==> src/rtl/lab3_mem_blocking_cache_base_ctrl.sv <==
`default_nettype none
// ============================================================================
//  Module   : lab3_mem_blocking_cache_base_ctrl
//  Purpose  : Control FSM for a blocking, direct-mapped, write-back,
//             write-allocate cache; owns per-line valid/dirty state.
//  Revision : 1.0 - initial release
// ============================================================================
module lab3_mem_blocking_cache_base_ctrl #(
    parameter int p_num_lines = 16,
    parameter int p_idx_shamt = 0
) (
    input  logic        clk,
    input  logic        reset,

    input  logic        cachereq_val,
    output logic        cachereq_rdy,
    output logic        cacheresp_val,
    input  logic        cacheresp_rdy,
    output logic        memreq_val,
    input  logic        memreq_rdy,
    input  logic        memresp_val,
    output logic        memresp_rdy,

    output logic        cachereq_en,
    output logic        memresp_en,
    output logic        evict_addr_reg_en,
    output logic        read_data_reg_en,
    output logic [2:0]  read_word_mux_sel,
    output logic        write_data_mux_sel,
    output logic        memreq_addr_mux_sel,
    output logic        tag_array_ren,
    output logic        tag_array_wen,
    output logic        data_array_ren,
    output logic        data_array_wen,
    output logic [15:0] data_array_wben,
    output logic        hit,
    output logic [2:0]  cacheresp_type,
    output logic [2:0]  memreq_type,

    input  logic [2:0]  cachereq_type,
    input  logic [31:0] cachereq_addr,
    input  logic        tag_match
);

    localparam int          c_IDX_W   = $clog2(p_num_lines);
    localparam logic [15:0] c_WORD_BE = 16'h000F;
    localparam logic [2:0]  c_TYPE_RD = 3'd0;
    localparam logic [2:0]  c_TYPE_WR = 3'd1;
    localparam logic [2:0]  c_TYPE_IN = 3'd2;

    typedef enum logic [3:0] {
        S_IDLE = 4'd0,
        S_TC   = 4'd1,
        S_IN   = 4'd2,
        S_RD   = 4'd3,
        S_WD   = 4'd4,
        S_EP   = 4'd5,
        S_ER   = 4'd6,
        S_EW   = 4'd7,
        S_RR   = 4'd8,
        S_RW   = 4'd9,
        S_RU   = 4'd10,
        S_WAIT = 4'd11
    } state_t;

    state_t                 state_q, state_d;
    logic [p_num_lines-1:0] valid_q, valid_d;
    logic [p_num_lines-1:0] dirty_q, dirty_d;
    logic                   hit_q;

    logic [c_IDX_W-1:0] w_idx;
    logic [1:0]         w_off;
    logic               w_is_rd;
    logic               w_is_wr;
    logic               w_is_init;
    logic               w_hit;
    logic [15:0]        w_word_wben;
    logic               w_unused_addr;

    assign w_idx         = cachereq_addr[c_IDX_W+p_idx_shamt+3 : p_idx_shamt+4];
    assign w_off         = cachereq_addr[3:2];
    assign w_is_rd       = (cachereq_type == c_TYPE_RD);
    assign w_is_wr       = (cachereq_type == c_TYPE_WR);
    assign w_is_init     = (cachereq_type == c_TYPE_IN);
    assign w_hit         = valid_q[w_idx] & tag_match;
    assign w_word_wben   = c_WORD_BE << {w_off, 2'b00};
    assign w_unused_addr = ^cachereq_addr;

    assign hit            = hit_q;
    assign cacheresp_type = cachereq_type;

    always_ff @(posedge clk) begin
        if (!reset) begin
            state_q <= S_IDLE;
            valid_q <= '0;
            dirty_q <= '0;
            hit_q   <= 1'b0;
        end else begin
            state_q <= state_d;
            valid_q <= valid_d;
            dirty_q <= dirty_d;
            if (state_q == S_TC) begin
                hit_q <= w_hit;
            end
        end
    end

    // Every output is forced low while reset is held, so an abandoned
    // transaction cannot write the arrays or hold a handshake open.
    always_comb begin
        state_d             = state_q;
        valid_d             = valid_q;
        dirty_d             = dirty_q;
        cachereq_rdy        = 1'b0;
        cacheresp_val       = 1'b0;
        memreq_val          = 1'b0;
        memresp_rdy         = 1'b0;
        cachereq_en         = 1'b0;
        memresp_en          = 1'b0;
        evict_addr_reg_en   = 1'b0;
        read_data_reg_en    = 1'b0;
        read_word_mux_sel   = 3'd0;
        write_data_mux_sel  = 1'b0;
        memreq_addr_mux_sel = 1'b0;
        tag_array_ren       = 1'b0;
        tag_array_wen       = 1'b0;
        data_array_ren      = 1'b0;
        data_array_wen      = 1'b0;
        data_array_wben     = 16'h0000;
        memreq_type         = 3'd0;

        if (reset) begin
            case (state_q)
                S_IDLE: begin
                    cachereq_rdy = 1'b1;
                    cachereq_en  = 1'b1;
                    if (cachereq_val) state_d = S_TC;
                end
                S_TC: begin
                    tag_array_ren = 1'b1;
                    if (w_is_init)                         state_d = S_IN;
                    else if (w_hit && w_is_rd)             state_d = S_RD;
                    else if (w_hit && w_is_wr)             state_d = S_WD;
                    else if (valid_q[w_idx] && dirty_q[w_idx]) state_d = S_EP;
                    else                                   state_d = S_RR;
                end
                S_IN: begin
                    tag_array_wen   = 1'b1;
                    data_array_wen  = 1'b1;
                    data_array_wben = w_word_wben;
                    valid_d[w_idx]  = 1'b1;
                    dirty_d[w_idx]  = 1'b0;
                    state_d         = S_WAIT;
                end
                S_RD: begin
                    data_array_ren   = 1'b1;
                    read_data_reg_en = 1'b1;
                    state_d          = S_WAIT;
                end
                S_WD: begin
                    data_array_wen  = 1'b1;
                    data_array_wben = w_word_wben;
                    dirty_d[w_idx]  = 1'b1;
                    state_d         = S_WAIT;
                end
                S_EP: begin
                    tag_array_ren     = 1'b1;
                    data_array_ren    = 1'b1;
                    evict_addr_reg_en = 1'b1;
                    read_data_reg_en  = 1'b1;
                    state_d           = S_ER;
                end
                S_ER: begin
                    memreq_val  = 1'b1;
                    memreq_type = 3'd1;
                    if (memreq_rdy) state_d = S_EW;
                end
                S_EW: begin
                    memresp_rdy = 1'b1;
                    if (memresp_val) state_d = S_RR;
                end
                S_RR: begin
                    memreq_val          = 1'b1;
                    memreq_addr_mux_sel = 1'b1;
                    if (memreq_rdy) state_d = S_RW;
                end
                S_RW: begin
                    memresp_rdy = 1'b1;
                    memresp_en  = 1'b1;
                    if (memresp_val) state_d = S_RU;
                end
                S_RU: begin
                    tag_array_wen      = 1'b1;
                    data_array_wen     = 1'b1;
                    data_array_wben    = 16'hFFFF;
                    write_data_mux_sel = 1'b1;
                    valid_d[w_idx]     = 1'b1;
                    dirty_d[w_idx]     = 1'b0;
                    state_d            = w_is_wr ? S_WD : S_RD;
                end
                S_WAIT: begin
                    cacheresp_val     = 1'b1;
                    read_word_mux_sel = w_is_rd ? {1'b0, w_off} : 3'd4;
                    if (cacheresp_rdy) state_d = S_IDLE;
                end
                default: state_d = S_IDLE;
            endcase
        end
    end

endmodule
`default_nettype wire
==> config.mk <==
export PLATFORM = sky130hd
export DESIGN_NAME = lab3_mem_blocking_cache_base_ctrl
export DESIGN_NICKNAME = d
export VERILOG_FILES = /design/src/rtl/lab3_mem_blocking_cache_base_ctrl.sv
export SDC_FILE = /design/constraint.sdc
export NUM_CORES = 1
export LEC_CHECK = 0
export ABC_AREA = 1
export BUFFER_PORTS_ARGS = -buffer_cell sky130_fd_sc_hd__buf_2
export CAP_MARGIN = 5
export CORE_MARGIN = 2
export CORE_UTILIZATION = 35
export CTS_CLUSTER_DIAMETER = 30
export DETAILED_ROUTE_END_ITERATION = 12
export GPL_ROUTABILITY_DRIVEN = 0
export PLACE_DENSITY_LB_ADDON = 0.05
export RECOVER_POWER = 100
export SETUP_SLACK_MARGIN = 0.3
export SLEW_MARGIN = 15
export SYNTH_ARGS = -nofsm -noshare
export SYNTH_HDL_FRONTEND = slang
export SYNTH_SLANG_ARGS = --single-unit
==> constraint.sdc <==
create_clock -name clk -period 1.61 [get_ports clk]
set_clock_uncertainty 0.15 [all_clocks]
set_input_delay 0.161 -clock clk [delete_from_list [all_inputs] [get_ports clk]]
set_output_delay 0.161 -clock clk [all_outputs]
set_load 0.1 [all_outputs]
# [Word-level counts from Yosys, hierarchy flattened]
# Index checks and enable logic that the tools add are counted.
[op_classes] shift=1 muxes=50 reduce_logical=16 order_cmp=2 eq_ne=19 n_bitwise=5
[op_table] cell="$pmux 16 s2" n=2
[op_table] cell="$mux 4" n=10
[op_table] cell="$pmux 4 s10" n=1
[op_table] cell="$or 16x16->16" n=2
[op_table] cell="$mux 1" n=29
[op_table] cell="$and 16x16->16" n=1
[op_table] cell="$eq 4x3->1 const B" n=4
[op_table] cell="$eq 4x4->1 const B" n=4
[op_table] cell="$mux 16" n=1
[op_table] cell="$not 16->16" n=1
[op_table] cell="$shl 4x4->16 const A" n=1
[op_table] cell="$mux 3" n=4
[op_table] cell="$ne 2x2->1 const B" n=6
[op_table] cell="$reduce_or 2->1" n=6
[op_table] cell="$bmux 1 s4" n=2
[op_table] cell="$eq 4x2->1 const B" n=2
[op_table] cell="$reduce_and 6->1" n=1
[op_table] cell="$reduce_or 3->1" n=2
[op_table] cell="$lt 4x5->1 const B" n=1
[op_table] cell="$demux 1 s4" n=1
[op_table] cell="$eq 4x1->1 const B" n=1
[op_table] cell="$ge 4x1->1 const B" n=1
[op_table] cell="$logic_and 1x1->1" n=4
[op_table] cell="$logic_not 4->1" n=1
[op_table] cell="other kinds (5)" n=5
[word_totals] inputBits=42 elab_cells=97 output_inout_bits=40 regBits=37

# [Longest topological paths before layout]
# Gate-level depths: netlist of the first run.
[depth] word_depth=8 depth_mapped=18 depth_no_buf=16

# [Least setup slack after synthesis of the first run]
# Ideal clock, no wire load.
[synth_path] path_kind="register -> output" start="register state_q[3]" end="output read_word_mux_sel[0]" required_time_ns=1.299 path_buffers=0 path_slack_ns=-3.015 t_arrival_ns=4.314 path_stages_with_launch=9 cell_sequence="dfxtp_1 inv_2 nor2_1 inv_2 nor2_1 inv_1 nor2_1 inv_1 nor3_1"
[synth_via] elab_chain_cells=3
[synth_rtl] element="from (decl)" line_no="66" rtl="state_t state_q, state_d;"
[synth_rtl] element="from (signal assigned)" line_no="99" rtl="state_q <= state_d;"
[synth_rtl] element="$eq 4x4->1" line_no="133" rtl="case (state_q)"
[synth_rtl] element="$mux 3" line_no="133"
[synth_rtl] element="$mux 3" line_no="132" rtl="if (reset) begin"
[synth_rtl] element="to (decl)" line_no="28" rtl="output logic [2:0] read_word_mux_sel,"
# No other way between the ends.

# [Worst setup path in the final report of the first run]
[layout_path] start="register state_q[3]" end="output data_array_wben[2]"
[layout_via] elab_chain_cells=4 elab_cells_between_ends=6 classes_between="3 x eq/ne; 2 x mux; 1 x reduce/logical"
[layout_rtl] element="$eq 4x3->1 or $eq 4x2->1 (tied branches)" line_no="133"
[layout_rtl] element="$reduce_or 2->1 (no source line)"
[layout_rtl] element="$pmux 16 s2 (*)" line_no="133"
[layout_rtl] element="$mux 16 (*)" line_no="132"
[layout_rtl] element="to (decl)" line_no="35" rtl="output logic [15:0] data_array_wben,"
# Every way passes the cells marked *; elsewhere a longest branch is shown, timed or not.

==> out/results.ini, run 1 <==
[worst_setup_path]
r2r-start=state_q[3]
cp-start-kind=register
cpLargestDelayFamily=buffers and inverters
path_buf_inv=6
cp_common_cell=nor2_4
startpoint=state_q[3]
cp_data_required_time_ns=1.30
cp_slowest_cell=dfxtp_4
crit_fanout=4
cp.depth=10
critPathMaxStageDelay_ns=0.41
path_class=reg -> out
crit_chain=inv_4 > nor2_4 > inv_4 > nor2_4 > inv_2 > nor2_4 > clkinvlp_4 > o21ai_4 > buf_12 > buf_12
r2r_cells=14
setup.worst_path.end_class=output pin
crit_arrival_ns=1.82

[flow_run]
drv_cap=0

[yosys]
ys_warn_count=0
yosysTopAreaCell=dfxtp_1
synth_top_area_share_pct=31.3
ys_ff_latch=37
synthFlopType=dfxtp_1
synth-xor-area-share_pct=0
avgSynthCellArea_um2=6.12
synthAdderAreaFrac_pct=0
synth_area_um2=2370
muxShareOfSynthArea_pct=0
ys_seq_area_share_pct=31.3
synth_most_common_cell=nand2_1
yosysUniqueCellTypes=31
synth.top_cells.by_area=dfxtp_1, nand2_1, nor2_1, buf_4, inv_1
synth_top_family_by_area=simple AND/OR/NAND/NOR gates
ys_async_sr_fraction_pct=0
ys_top_cells_by_count=nand2_1, nor2_1, dfxtp_1
synth-compound-area-share_pct=9.56
synthSimpleGateAreaFrac_pct=41.8
synth_edf_count=0
synthCells=387

[sta]
period_needed_ns=2.13
hold_violations=0
timing.slew.headroom_pct=63.4
worst_pin_slew_ns=0.551
finalSetupViolCount=52
fmax_mhz=469
slew_viol_final=0
finalWorstSetupSlack_ns=-0.522
rsz0062_at_grt=true
holdWs_ns=0.0498
finalCritPeriodShare_pct=132

[grt]
grt_pass1_vias=2555
grt_overflow=0
grt_max_degree=23
grtUsageTotal_pct=20.6
grt_first_pass_wirelength_um=12100
antenna_found_initial=0

[finish]
num_antenna_cells=0
drive_gt1_share_pct=49.9
fillCellCount=524
area_growth_pct=81.8
utilization_pct=66.7
fin_nets=532

[drt]
vias=2675
wl_per_cell_um=13.3
drt-pass1-iter-count=4
drt_iter0_drc=170
drc=0
routed_wl_um=7560
vias_per_cell=4.71
postRouteAntennaNets=0

[floorplan]
ios=82
dieWidth_um=86.3
dieArea_um2=7450
num_rows=29
core-area_um2=6460
die_h_um=86.3
start_util_pct=36.7

[run_status]
status=complete, but fails checks
violations=negative setup slack

[place]
place_hpwl_um=5340
numPortBuffers=53

[pwr]
irDropWorstVdd_mv=0.909
power.total_w=0.00425
power_leakage_nw=1.98
power_density_nw_per_um2=987

[cts]
cts_max_path_buffers=2
cts.sinks=37
cts-root-buf=clkbuf_8
ctsHtreeMaxLevel=2
tritoncts=built
numCtsBuffers=5
path_clk_slew_ns=0.08
clk_latency_ns=0.29

[hold_path]
holdCritPathClass=in -> reg
hold_depth=3
min_from=reset

==> cell usage in the layout, fill, tap and decap left out, types with 5 or more instances in the layout <==
cell       n
inv_4      5
buf_4     50
dfxtp_1   32
inv_1     22
nor3_4    11
a31oi_1    6
nor2_1    55
buf_2     15
clkbuf_8   7
nand2_2   17
buf_12    42
a21oi_2    7
nand2_1   92
buf_6     12
a21oi_1   15
nor3_1    13
inv_2     20
nor2_4    21
==> final cells by class <==
class / instances / area (um2) / share of cell area [%]
clock buffers: 7 / 96.3 / 2.24
repair buffers: 124 / 1460 / 33.8
flip-flops and latches: 37 / 757 / 17.6
clock inverters: 1 / 5.00 / 0.116
multi-input cells: 273 / 1690 / 39.3
inverters: 49 / 205 / 4.76
well taps: 77 / 96.3 / 2.24
==> worst paths after layout <==
| path | slack [ns] | end |
|---|---|---|
| setup / recovery | -0.52 | data_array_wben[2] |
| hold / removal | 0.05 | hit |
| setup reg to reg | -0.28 | state_q[3] |
| hold reg to reg | 0.31 | valid_q[13] |
==> metrics by stage <==
| step | setup TNS (ns) | area (um2) | instances | setup WS (ns) |
|---|---|---|---|---|
| floorplan | -20.43 | 2750 | 388 | -1.03 |
| global placement | -5.26 | 3620 | 538 | -0.237 |
| detailed placement | -6.31 | 3620 | 538 | -0.294 |
| CTS | -13.98 | 4170 | 562 | -0.491 |
| global route | -20.82 | 4310 | 568 | -0.597 |
| finish | -15.90 | 4310 | 568 | -0.522 |
==> cells by family (layout without fill, tap and decap cells) <==
kind of cell / Yosys count / in the layout
flops: 37 / 37
other cells: 1 / 2
simple gates: 231 / 231
compound gates: 40 / 40
buf+inv: 78 / 181
==> power by group <==
| part | internal, W | leakage, nW | switching [W] | total, W |
|---|---|---|---|---|
| registers | 0.000973 | 0.302 | 0.0000680 | 0.00104 |
| logic | 0.000992 | 1.62 | 0.00149 | 0.00248 |
| clock network | 0.000387 | 0.0542 | 0.000342 | 0.000729 |
==> timing repair <==
action | in CTS | in global routing
buffers inserted | 14 | 6
cloned | 1 | 0
resized for setup | 69 | 31
pin swaps | 17 | 10
setup endpoints to repair | 72 | 71
endpoints found under the hold margin | 1 | 0
hold buffers | 1 | 0
==> worst reg2reg max path, delay by kind of cell, from the launching register on <==
kind,cells,cell delay (ns)
buffers and inverters,7,0.67
flip-flops,1,0.38
AO/OA/AOI/OAI,3,0.26
AND/OR/NAND/NOR,4,0.35
==> layer usage <==
metal,wire (um),track usage [%],up-vias
met2,3630,32.7,57
met1,3520,28.9,1223
met4,38,3.84,0
met5,0,0,-
met3,364,5.05,4
li1,-,-,1391
Power figures use the tool's default switching activity.
==> run 2, diff against run 1 <==
CAP_MARGIN = unset   (was 5)
CTS_BUF_LIST = sky130_fd_sc_hd__clkbuf_8   (was unset)
PLACE_DENSITY = 0.68   (was unset)
PLACE_DENSITY_LB_ADDON = unset   (was 0.05)
==> run 2 against run 1 <==
Net effect:
- the run still ends with negative setup slack left
- non-clock buffer count is 23 higher
- maximum frequency shrank 3.3%
- first-iteration DRC count rose by 140%
- global-route usage up 1.2 points
- sequential share of layout area shrank 1.3 points
- design area increased by 7.7%
- sequential cell count unchanged
- count of clock-buffer cells in the layout shrank 2
- combinational power rose by 23%
- critical path type unchanged
- largest power group unchanged
==> out/results.ini, run 2 (same netlist as run 1, synthesis figures left out) <==
[cts]
tritoncts=built
ctsHtreeMaxLevel=2
cts.sinks=37
clk_latency_ns=0.30
path_clk_slew_ns=0.08
numCtsBuffers=5
cts_max_path_buffers=2
cts-root-buf=clkbuf_8

[worst_setup_path]
r2r_slack_ns=-0.51
cp_common_cell=nor2_4
reg2reg_to=state_q[0]
r2r_cells=15
cp_slowest_cell=dfxtp_4
path_class=reg -> out
startpoint=state_q[3]
setup.worst_path.end_class=output pin
cp-start-kind=register
critPathMaxStageDelay_ns=0.38
crit_fanout=3
r2r-start=state_q[3]
crit_arrival_ns=1.89
cp_data_required_time_ns=1.30
crit_chain=inv_4 > nor2_4 > inv_2 > buf_6 > buf_8 > nor2_4 > inv_2 > nor2_4 > inv_4 > nor3_4 > buf_12

[grt]
antenna_found_initial=0
grt_first_pass_wirelength_um=13000
grt_pass1_vias=2726
grt_overflow=0
grtUsageTotal_pct=21.8
grt_max_degree=39

[sta]
finalCritPeriodShare_pct=137
timing.slew.headroom_pct=63.2
hold_violations=0
fmax_mhz=454
finalWorstSetupSlack_ns=-0.594
slew_viol_final=0
finalSetupViolCount=70
rsz0062_at_grt=true
period_needed_ns=2.20
worst_pin_slew_ns=0.554

[hold_path]
holdCritPathClass=in -> reg
hold_depth=3
hold_path_end=hit
min_from=reset

[floorplan]
dieWidth_um=86.3
start_util_pct=36.7
ios=82
dieArea_um2=7450
core-area_um2=6460
die_h_um=86.3
num_rows=29

[drt]
wl_per_cell_um=17.6
drt-pass1-iter-count=5
postRouteAntennaNets=0
routed_wl_um=10400
vias=3267
drc=0
vias_per_cell=5.54
drt_iter0_drc=404

[finish]
area_growth_pct=95.8
fin_nets=555
num_antenna_cells=0
fin_cells=590
layout_commonest_cell=nand2_1
drive_gt1_share_pct=54.0
final_cell_mix=nand2_1, nor2_1, buf_4, buf_12, buf_6

[run_status]
violations=negative setup slack
status=complete, but fails checks

[place]
numPortBuffers=53
place_hpwl_um=5000
dpl.cell_count=532

[pwr]
power_density_nw_per_um2=1020
power_leakage_nw=2.17
power.total_w=0.00472
irDropWorstVdd_mv=0.569

[flow_run]
drv_cap=0

==> run 2: changes by cell type in the layout (fill, tap and decap cells not counted), sizes merged <==
cell / change
clkinv: +1
buf: +23
clkbuf: -2
==> run 2: cell type report <==
cell class                      instances  area, um2
Fill cell                             393       1820
Inverter                               49        208
Timing Repair Buffer                  147       1720
Sequential cell                        37        754
Clock buffer                            5       68.8
Clock inverter                          2       8.76
Tap cell                               77       96.3
Multi-Input combinational cell        273       1790
==> run 2: report_power, final <==
group	internal (W)	switching, W
logic	0.00128	0.00178
clock network	0.000288	0.000345
registers	0.000972	0.0000586
==> run 2: worst max-delay path by stage <==
| stage | end | slack (ns) | cells after the start |
|---|---|---|---|
| finish | read_word_mux_sel[0] | -0.59 | 11 |
| floorplan | data_array_wben[10] | -1.03 | 9 |
| global route | data_array_wben[7] | -0.67 | 10 |
| CTS | data_array_wben[9] | -0.50 | 10 |
| global placement | data_array_wben[10] | -0.22 | 9 |
| detailed placement | data_array_wben[9] | -0.28 | 9 |
==> run 2: metal layers <==
metal / track usage, % / share of wire, %
met5: 0 / 0
met4: 8.10 / 6.1
met3: 3.33 / 10
met2: 38.1 / 48
met1: 27.1 / 36
==> run 2: critical path: cells and delay by family, from the launching register on <==
family / cells / cell delay (ns)
buffers and inverters: 7 / 0.69
AND/OR/NAND/NOR: 4 / 0.53
flip-flops: 1 / 0.38
==> run 2: timing repair <==
item,CTS,global route
hold buffers,1,0
setup buffers,21,28
pin swaps,18,35
setup endpoints to repair,72,71
endpoints found under the hold margin,1,0
gates resized for setup,77,74
cloned,1,0
==> run 2: stage by stage <==
| step | setup TNS, ns | cell area (um2) | hold slack (ns) | util, % | setup slack [ns] |
|---|---|---|---|---|---|
| finish | -29.06 | 4640 | 0.0262 | 71.9 | -0.594 |
| global route | -33.32 | 4640 | 0.0385 | 71.9 | -0.670 |
| CTS | -16.50 | 4160 | 0.0366 | 64.4 | -0.499 |
| detailed placement | -5.60 | 3570 | 0.296 | 55.2 | -0.282 |
| global placement | -4.66 | 3570 | 0.289 | 55.2 | -0.224 |
| floorplan | -20.43 | 2750 | 0.145 | - | -1.03 |
